<file path="src/rtl/skolem_sched_pkg.sv">
// Shared types and defaults for the bit-serial Skolem scheduler.
package skolem_sched_pkg;

  localparam int DEF_NREQ = 4;
  localparam int DEF_W    = 8;

  typedef enum logic [1:0] {
    IDLE = 2'd0,
    EVAL = 2'd1,
    DONE = 2'd2
  } state_e;

  function automatic int id_w(input int n);
    return (n > 1) ? $clog2(n) : 1;
  endfunction

endpackage

</file>
<file path="src/rtl/skolem_bitserial_sched_cell.sv">
// Combinational 4-input Skolem cell; pure OR, no state, no flow control.
module skolem_cell (
  input  logic i0,
  input  logic i1,
  input  logic i2,
  input  logic i3,
  output logic i4
);

  assign i4 = i0 | i1 | i2 | i3;

endmodule

</file>
<file path="src/rtl/skolem_bitserial_sched.sv">
// Round-robin bit-serial Skolem scheduler; W-cycle latency, k+1 with SKOLEM_EARLY_TERM_EN.
// Grants only in IDLE; the response is held stable until rsp_ready.
module skolem_bitserial_sched
  import skolem_sched_pkg::*;
#(
  parameter int NREQ = DEF_NREQ,
  parameter int W    = DEF_W
) (
  input  logic                    clk,
  input  logic                    rst_n,
  input  logic [NREQ-1:0]         req_valid,
  output logic [NREQ-1:0]         req_ready,
  input  logic [NREQ*W-1:0]       req_s,
  input  logic [NREQ*W-1:0]       req_t,
  input  logic [NREQ-1:0]         req_force,
  output logic                    rsp_valid,
  input  logic                    rsp_ready,
  output logic [$clog2(NREQ)-1:0] rsp_id,
  output logic [W-1:0]            rsp_x,
  output logic                    busy
);

  localparam int IDW = id_w(NREQ);
  localparam int KW  = (W > 1) ? $clog2(W) : 1;

  state_e         state_q, state_d;
  logic [IDW-1:0] rr_q, rr_d;
  logic [IDW-1:0] id_q, id_d;
  logic [KW-1:0]  k_q, k_d;
  logic           carry_q, carry_d;
  logic           force_q, force_d;
  logic           vld_q, vld_d;
  logic [W-1:0]   s_q, s_d;
  logic [W-1:0]   t_q, t_d;
  logic [W-1:0]   x_q, x_d;

  logic [IDW-1:0] win;
  logic [IDW-1:0] idx;
  logic           win_vld;
  logic           cell_o;
  logic           term;

  // First valid requester at or after rr_q, wrapping.
  always_comb begin
    win     = '0;
    idx     = '0;
    win_vld = 1'b0;
    for (int i = 0; i < NREQ; i++) begin
      idx = IDW'((int'(rr_q) + i) % NREQ);
      if (!win_vld && req_valid[idx]) begin
        win_vld = 1'b1;
        win     = idx;
      end
    end
  end

  skolem_cell u_cell (
    .i0 (s_q[k_q]),
    .i1 (t_q[k_q]),
    .i2 (carry_q),
    .i3 (force_q),
    .i4 (cell_o)
  );

  always_comb begin
    state_d = state_q;
    rr_d    = rr_q;
    id_d    = id_q;
    k_d     = k_q;
    carry_d = carry_q;
    force_d = force_q;
    vld_d   = vld_q;
    s_d     = s_q;
    t_d     = t_q;
    x_d     = x_q;
    term    = 1'b0;
    case (state_q)
      IDLE: begin
        if (win_vld) begin
          s_d     = req_s[int'(win)*W +: W];
          t_d     = req_t[int'(win)*W +: W];
          force_d = req_force[win];
          id_d    = win;
          carry_d = 1'b0;
          k_d     = '0;
          x_d     = '0;
          rr_d    = IDW'((int'(win) + 1) % NREQ);
          state_d = EVAL;
        end
      end
      EVAL: begin
        x_d[k_q] = cell_o;
        carry_d  = cell_o;
        k_d      = k_q + 1'b1;
`ifdef SKOLEM_EARLY_TERM_EN
        // Once the carry is set every higher bit is one, so finish now.
        if (cell_o) begin
          x_d  = x_q | ({W{1'b1}} << k_q);
          term = 1'b1;
        end
`endif
        if (k_q == KW'(W - 1)) term = 1'b1;
        if (term) begin
          vld_d   = 1'b1;
          state_d = DONE;
        end
      end
      DONE: begin
        if (rsp_ready) begin
          vld_d   = 1'b0;
          state_d = IDLE;
        end
      end
      default: state_d = IDLE;
    endcase
  end

  always_ff @(posedge clk or negedge rst_n) begin
    if (!rst_n) begin
      state_q <= IDLE;
      rr_q    <= '0;
      id_q    <= '0;
      k_q     <= '0;
      carry_q <= 1'b0;
      force_q <= 1'b0;
      vld_q   <= 1'b0;
      s_q     <= '0;
      t_q     <= '0;
      x_q     <= '0;
    end else begin
      state_q <= state_d;
      rr_q    <= rr_d;
      id_q    <= id_d;
      k_q     <= k_d;
      carry_q <= carry_d;
      force_q <= force_d;
      vld_q   <= vld_d;
      s_q     <= s_d;
      t_q     <= t_d;
      x_q     <= x_d;
    end
  end

  assign req_ready = (state_q == IDLE && win_vld) ? ({{(NREQ-1){1'b0}}, 1'b1} << win) : '0;
  assign rsp_valid = vld_q;
  assign rsp_id    = id_q;
  assign rsp_x     = x_q;
  assign busy      = (state_q != IDLE);

endmodule
</file>
<file path="config.mk">
export PLATFORM = sky130hd
export DESIGN_NAME = skolem_bitserial_sched
export DESIGN_NICKNAME = d
export VERILOG_FILES = /design/src/rtl/skolem_sched_pkg.sv /design/src/rtl/skolem_bitserial_sched_cell.sv /design/src/rtl/skolem_bitserial_sched.sv
export SDC_FILE = /design/constraint.sdc
export NUM_CORES = 1
export LEC_CHECK = 0
export ABC_AREA = 1
export ABC_CLOCK_PERIOD_IN_PS = 2100
export BUFFER_PORTS_ARGS = -buffer_cell sky130_fd_sc_hd__clkbuf_2
export CORE_ASPECT_RATIO = 0.7
export CORE_MARGIN = 4
export CORE_UTILIZATION = 40
export DETAILED_ROUTE_END_ITERATION = 7
export GPL_TIMING_DRIVEN = 0
export HOLD_SLACK_MARGIN = 0.1
export PLACE_DENSITY = 0.67
export SYNTH_ARGS = -nofsm -noshare
export SYNTH_HDL_FRONTEND = slang
export SYNTH_SLANG_ARGS = --single-unit
</file>
<file path="constraint.sdc">
create_clock -name clk -period 2.1 [get_ports clk]
set_input_delay 0.21 -clock clk [delete_from_list [all_inputs] [get_ports clk]]
set_output_delay 0.21 -clock clk [all_outputs]
set_load 0.005 [all_outputs]
</file>
==> results of run 1 <==
-- how the worst min path moves through the flow --
stage                         start                     end  cells after the start
final                     rsp_ready  state_q[1]$_DFFE_PN0P_                      2
after global routing      rsp_ready  state_q[1]$_DFFE_PN0P_                      2
after CTS                 rsp_ready  state_q[1]$_DFFE_PN0P_                      2
after detailed placement      rst_n   rsp_valid$_DFFE_PN0P_                      1
after global placement        rst_n   rsp_valid$_DFFE_PN0P_                      1
after floorplan               rst_n     carry_q$_DFFE_PN0P_                      0
-- cell usage after synthesis, types with 2 or more instances --
master | number | area [µm²]
nor3_1 | 7 | 35.0
buf_4 | 4 | 30.0
buf_6 | 3 | 33.8
inv_1 | 21 | 78.8
dfrtp_1 | 36 | 901
o21ai_0 | 12 | 60.1
clkbuf_1 | 3 | 11.3
o31ai_1 | 7 | 52.6
buf_2 | 11 | 55.1
ha_1 | 2 | 25.0
o211ai_1 | 5 | 37.5
nor2_1 | 13 | 48.8
nand3_1 | 103 | 515
nand2_1 | 113 | 424
inv_2 | 3 | 11.3
nand2_2 | 4 | 25.0
-- registers in the layout (all words and copies together) (netlist names) --
register	flops
carry_q	1
force_q	1
k_q	3
rr_q	2
rsp_id	2
rsp_valid	1
rsp_x	8
s_q	8
state_q	2
t_q	8
-- where the power goes --
group / internal (W) / switching (W)
Sequential: 0.00103 / 0.000229
Combinational: 0.00250 / 0.00325
Clock: 0.000352 / 0.000241
Total: 0.00388 / 0.00372
-- per-stage QoR --
stage	cell area (µm²)	worst slack, ps	setup TNS [ps]
floorplan	2420	306	0
global placement	2970	-2.36	-2.36
detailed placement	2970	-39.2	-45.8
CTS	3390	-77.2	-225
global route	3640	-239	-1590
finish	3640	-99.2	-329
-- cell type report --
type | instances | area share
Multi-Input combinational cell | 275 | 0.425
Inverter | 24 | 0.0261
Tap cell | 75 | 0.0257
Clock buffer | 6 | 0.0199
Clock inverter | 2 | 0.00961
Timing Repair Buffer | 117 | 0.193
Buffer | 20 | 0.0536
Sequential cell | 36 | 0.248
-- placed cells by master, fill, tap and decap left out, drive strengths merged --
cell,instances
a21oi,1
nand2,117
or2,1
buf,46
o22ai,1
clkbuf,96
o31ai,7
nor3,7
o21ai,12
dlygate4sd3,1
nor2,14
dfrtp,36
ha,2
inv,24
nand3,105
nand3b,1
o211ai,5
a31oi,1
bufinv,1
clkinv,1
nand4,1
-- timing repair --
action                                 4_1_cts  5_1_grt
pin swaps                                   11       19
setup endpoints to repair                    4       23
resized for setup                           54       48
endpoints found under the hold margin       36        0
buffers inserted                            17        6
cloned                                       2        2
hold buffers                                 1        0
-- kinds of logic (layout without fill, tap and decap cells) --
group	after synthesis	after routing	share of synthesized area
AND/OR/NAND/NOR	246	246	0.457
AO/OA/AOI/OAI	27	27	0.0693
flip-flops	36	36	0.372
adder cells (fa/ha/maj)	2	2	0.0103
buffers and inverters	45	169	0.0910
-- layer usage --
| layer | vias up | track usage |
|---|---|---|
| met5 | - | 0 |
| met4 | 0 | 0.0398 |
| met3 | 8 | 0.0439 |
| met2 | 117 | 0.353 |
| met1 | 1366 | 0.301 |
| li1 | 1443 | - |
==> impl_metrics.csv, run 1 <==
group,metric,value,unit
power,peakVddDrop,1.07,mV
critical_path,worstPathMaxFanout,5,
power,finalPower,0.00761,W
timing,setup_viol,4,
critical_path,setup.reg_to_reg.worst_slack,40,ps
critical_path,setup.worst_path.start,"rr_q[0]$_DFFE_PN0P_",
critical_path,cp_slowest_stage_delay,420,ps
timing,layout_setup_ws,-99.2,ps
synthesis,avgSynthCellArea,6.80,µm²
critical_path,critPathCapture,"req_ready[3]",
critical_path,worstPathRequired,1890,ps
global_routing,grt-ovfl-total,0,
drt,wl_met3,565,µm
critical_path,r2r-start,"rr_q[0]$_DFFE_PN0P_",
final_layout,fin_cells,555,
critical_path,cp-start-kind,"register",
drt,dr_wl_met2,3710,µm
final_layout,nFillCells,508,
critical_path,cp.arrival,1990,ps
final_layout,num-nets-final,556,
floorplan,dieArea,7380,µm²
critical_path,crit_slowest_cell,"dfrtp_1",
timing,clock.fmax,455,MHz
critical_path,r2r_end,"s_q[3]$_DFFE_PN0P_",
synthesis,synth_edf_count,0,
run,drv_cap,0,
floorplan,start_util,0.419,
cts,htree_levels,2,
synthesis,async_flop_share,1.00,
final_layout,area_growth,50.5,%
global_routing,grt_pass1_vias,2745,
placement,port_buffers,90,
cts,root_buffer,"clkbuf_8",
floorplan,fp.dieW,101,µm
timing,slew-limit-headroom,0.414,
synthesis,synth_fp_nets,433,
worst_hold_path,hp-class,"in -> reg",
critical_path,critPathCaptureType,"output pin",
drt,via_count,2934,
timing,period_minus_slack,2200,ps
drt,drt-initial-drc-count,155,
timing,finalCritPeriodShare,1.05,
drt,highest_layer,"met4",
drt,routedWlPerCell,14.5,µm
timing,drv_slew,0,
placement,gp_congestion,0.850,
critical_path,setup.worst_path.class,"reg -> out",
cts,clock_sinks,36,
drt,wl_met1,3720,µm
synthesis,netlist_instances,356,
drt,vias_per_cell,5.29,
critical_path,worstPathCellList,"buf_6 > nand2_2 > nand3_1 > nand2_2 > inv_2 > nand3_4 > nand2_4 > inv_2 > buf_6 > nand2_4 > nor2_2 > clkbuf_2",
drt,ant_nets,0,
timing,worst_pin_slew,878,ps
synthesis,netlist_area,2420,µm²
power,power_density,2090,nW/µm²
global_routing,grt_pass1_wl,12600,µm
floorplan,fp.dieH,73.1,µm
global_routing,grt_use_total,0.216,
final_layout,multi_input_area,1550,µm²
drt,firstDrtPassIters,5,
floorplan,rows,23,
synthesis,ys.flop_type,"dfrtp_1",
outcome,status,"complete, but fails checks",
floorplan,boundaryPins,91,
global_routing,antenna_found_initial,0,
critical_path,reg2reg_depth,14,
synthesis,yosysWarnings,0,
timing,whs,134,ps
drt,wirelength,8060,µm
synthesis,synth-seq-cells,36,
placement,placed_cells,521,
cts,cts.reportedPaths.clkPinSlew,70,ps
outcome,violations,"setup timing",
floorplan,core-area,5780,µm²
final_layout,ff_latch_area,902,µm²
cts,clkLatencyLatePin,290,ps
timing,final_hold_viol_count,0,
synthesis,ys_types,25,
timing,rsz0062_at_grt,"yes",
cts,tritoncts,"yes",
power,power.static_leakage,1.92,nW
critical_path,crit_cells,12,
cts,cts_made_buffers,5,
cts,ctsLongestPathBuffers,2,
critical_path,path_delay_family,"simple AND/OR/NAND/NOR gates",
placement,hpwl,5660,µm
synthesis,synth-seq-area-share,0.372,
critical_path,crit_buf_inv,5,
final_layout,diodes,0,
drt,drc,0,
final_layout,fin_util,0.630,
global_routing,grt_max_degree,37,
final_layout,drive_above_1_share,0.421,
timing,skew,11.0,ps
Note: power is estimated with default switching activity, not from simulation.
==> inputs of run 2 (changes only) <==
--- a/config.mk
+++ b/config.mk
@@ -8,13 +8,13 @@
 export ABC_AREA = 1
 export ABC_CLOCK_PERIOD_IN_PS = 2100
 export BUFFER_PORTS_ARGS = -buffer_cell sky130_fd_sc_hd__clkbuf_2
-export CORE_ASPECT_RATIO = 0.7
 export CORE_MARGIN = 4
 export CORE_UTILIZATION = 40
 export DETAILED_ROUTE_END_ITERATION = 7
 export GPL_TIMING_DRIVEN = 0
 export HOLD_SLACK_MARGIN = 0.1
 export PLACE_DENSITY = 0.67
+export SETUP_SLACK_MARGIN = 0.3
 export SYNTH_ARGS = -nofsm -noshare
 export SYNTH_HDL_FRONTEND = slang
 export SYNTH_SLANG_ARGS = --single-unit
==> run 2 against run 1 <==
Fmax decreased by 3.6%. The run still ends with setup timing left. Flip-flop and latch count is the same. Utilization decreased by 2.5 points. Critical endpoint is now req_ready[1]. Combinational power is 3.8% lower.
==> impl_metrics.csv, run 2 (synthesized netlist as in run 1, its figures left out) <==
group,metric,value,unit
worst_hold_path,min_to,"state_q[1]$_DFFE_PN0P_",
drt,drt-initial-drc-count,145,
power,p_seq_frac,0.171,
global_routing,grt_use_total,0.202,
worst_hold_path,hp-class,"in -> reg",
power,power_switching,0.00361,W
timing,tns,-2540,ps
drt,vias_per_cell,5.18,
drt,ant_nets,0,
critical_path,worstPathCellList,"inv_2 > buf_6 > buf_6 > nand2_2 > nand2_1 > nand2_2 > nand2_4 > nor2_4 > nand3_4 > nand3_4 > buf_6 > buf_8 > nor2_4 > nand2_2 > inv_2 > clkbuf_2",
power,comb_power_share,0.767,
final_layout,final_common_cell,"nand2_1",
outcome,status,"complete, but fails checks",
floorplan,start_util,0.411,
drt,drc,0,
drt,routedWlPerCell,13.9,µm
floorplan,fp.dieH,85.8,µm
worst_hold_path,hold_start,"rsp_ready",
critical_path,critPathCaptureType,"output pin",
critical_path,setup.worst_path.class,"reg -> out",
cts,clkLatencyLatePin,290,ps
placement,hpwl,5470,µm
timing,drv_slew,0,
placement,placed_cells,521,
placement,port_buffers,90,
final_layout,multi_input_area,1500,µm²
global_routing,antenna_found_initial,0,
cts,htree_levels,2,
cts,clock_sinks,36,
global_routing,grt_pass1_wl,12000,µm
critical_path,cp.arrival,2070,ps
timing,final_hold_viol_count,0,
timing,setup_viol,21,
critical_path,setup.worst_path.start,"rr_q[0]$_DFFE_PN0P_",
critical_path,crit_slowest_cell,"dfrtp_1",
final_layout,diodes,0,
drt,wirelength,7690,µm
outcome,violations,"setup timing",
final_layout,mostFrequentLayoutCells,"99 x nand2_1, 89 x clkbuf_2, 86 x nand3_1, 35 x dfrtp_1, 26 x buf_4",
critical_path,r2r-start,"rr_q[0]$_DFFE_PN0P_",
global_routing,grt-ovfl-total,0,
critical_path,cp_slowest_stage_delay,380,ps
placement,gp_congestion,0.878,
power,p_sw_frac,0.501,
critical_path,worstPathRequired,1890,ps
floorplan,fp.dieW,85.8,µm
power,power.static_leakage,1.89,nW
floorplan,dieArea,7360,µm²
cts,root_buffer,"clkbuf_8",
worst_hold_path,holdPathStages,2,
timing,worst_pin_slew,895,ps
timing,skew,5.31,ps
cts,tritoncts,"yes",
cts,ctsLongestPathBuffers,2,
final_layout,fin_cells,555,
critical_path,reg2reg_depth,17,
timing,period_minus_slack,2280,ps
final_layout,nFillCells,553,
critical_path,r2r_end,"s_q[5]$_DFFE_PN0P_",
cts,cts.reportedPaths.clkPinSlew,60,ps
final_layout,ff_latch_area,902,µm²
power,power_density,2020,nW/µm²
global_routing,grt_max_degree,37,
critical_path,setup.reg_to_reg.worst_slack,-140,ps
run,drv_cap,0,
final_layout,drive_above_1_share,0.408,
drt,via_count,2877,
timing,layout_setup_ws,-180,ps
floorplan,rows,28,
floorplan,boundaryPins,91,
critical_path,cp-start-kind,"register",
timing,clock.fmax,439,MHz
drt,firstDrtPassIters,5,
critical_path,worstPathMaxFanout,6,
cts,cts_made_buffers,5,
power,finalPower,0.00721,W
power,p_int,0.00360,W
timing,slew-limit-headroom,0.403,
final_layout,area_growth,47.0,%
global_routing,grt_pass1_vias,2688,
final_layout,num-nets-final,559,
power,clkPwrFrac,0.062,
power,peakVddDrop,1.21,mV
floorplan,core-area,5890,µm²
timing,rsz0062_at_grt,"yes",
timing,finalCritPeriodShare,1.09,
==> run 2: cell count changes in the layout (fill, tap and decap cells not counted), moves of 3 or more <==
| cell | previous run | this run |
|---|---|---|
| o21ai_0 | 12 | 8 |
| nand3_1 | 89 | 86 |
| buf_4 | 22 | 26 |
| nand3_2 | 11 | 15 |
| nand2_1 | 91 | 99 |
| o21ai_1 | 0 | 4 |
| nand2_4 | 11 | 4 |
==> run 2: worst max-delay path: cells and delay by family (launching register included) <==
kind	cells	cell delay, ps
buffers and inverters	7	650
and+or+nand+nor	9	750
DFF	1	380
==> run 2: what timing repair did <==
item | CTS | global route
setup buffers | 14 | 13
gates resized for setup | 44 | 49
cloned | 1 | 0
pin swaps | 11 | 11
endpoints found under the setup margin | 35 | 35
endpoints found under the hold margin | 36 | 0
hold buffers | 1 | 0
==> run 2: stage by stage <==
stage                     instance area, µm²  worst slack (ps)  utilization  hold slack, ps
after floorplan                         2420               306            -           -85.6
after global placement                  2970             -23.5        0.504             373
after detailed placement                2970             -40.6        0.504             373
after CTS                               3300              -139        0.561             130
after global routing                    3560              -302        0.605             150
final                                   3560              -180        0.605             149
==> run 2: how the worst max path moves through the flow <==
stage               slack (ps)  cells past startpoint            to
global placement           -20                     12  req_ready[3]
floorplan                  310                     12  req_ready[1]
finish                    -180                     16  req_ready[1]
detailed placement         -40                     13  req_ready[2]
global route              -300                     16  req_ready[1]
CTS                       -140                     16  req_ready[1]
==> run 2: power groups by stage <==
stage | registers, W | clock network (W) | logic (W)
2_1_floorplan | 0.00120 | 0 | 0.00300
3_3_place_gp | 0.00123 | 0 | 0.00396
3_5_place_dp | 0.00124 | 0 | 0.00401
4_1_cts | 0.00123 | 0.000451 | 0.00481
5_1_grt | 0.00127 | 0.000472 | 0.00608
6_report | 0.00123 | 0.000444 | 0.00553
==> run 2: cell type report <==
class / instances / area share
timing repair buffer: 119 / 0.193
multi-input combinational: 275 / 0.422
tap: 75 / 0.0264
clock buffer: 5 / 0.0193
sequential: 36 / 0.253
buffer: 21 / 0.0601
inverter: 24 / 0.0260
==> run 2: routing by layer <==
layer / track usage / part of all wire
met3: 0.0394 / 0.064
met4: 0.0561 / 0.014
met1: 0.275 / 0.45
met5: 0 / 0
met2: 0.327 / 0.47
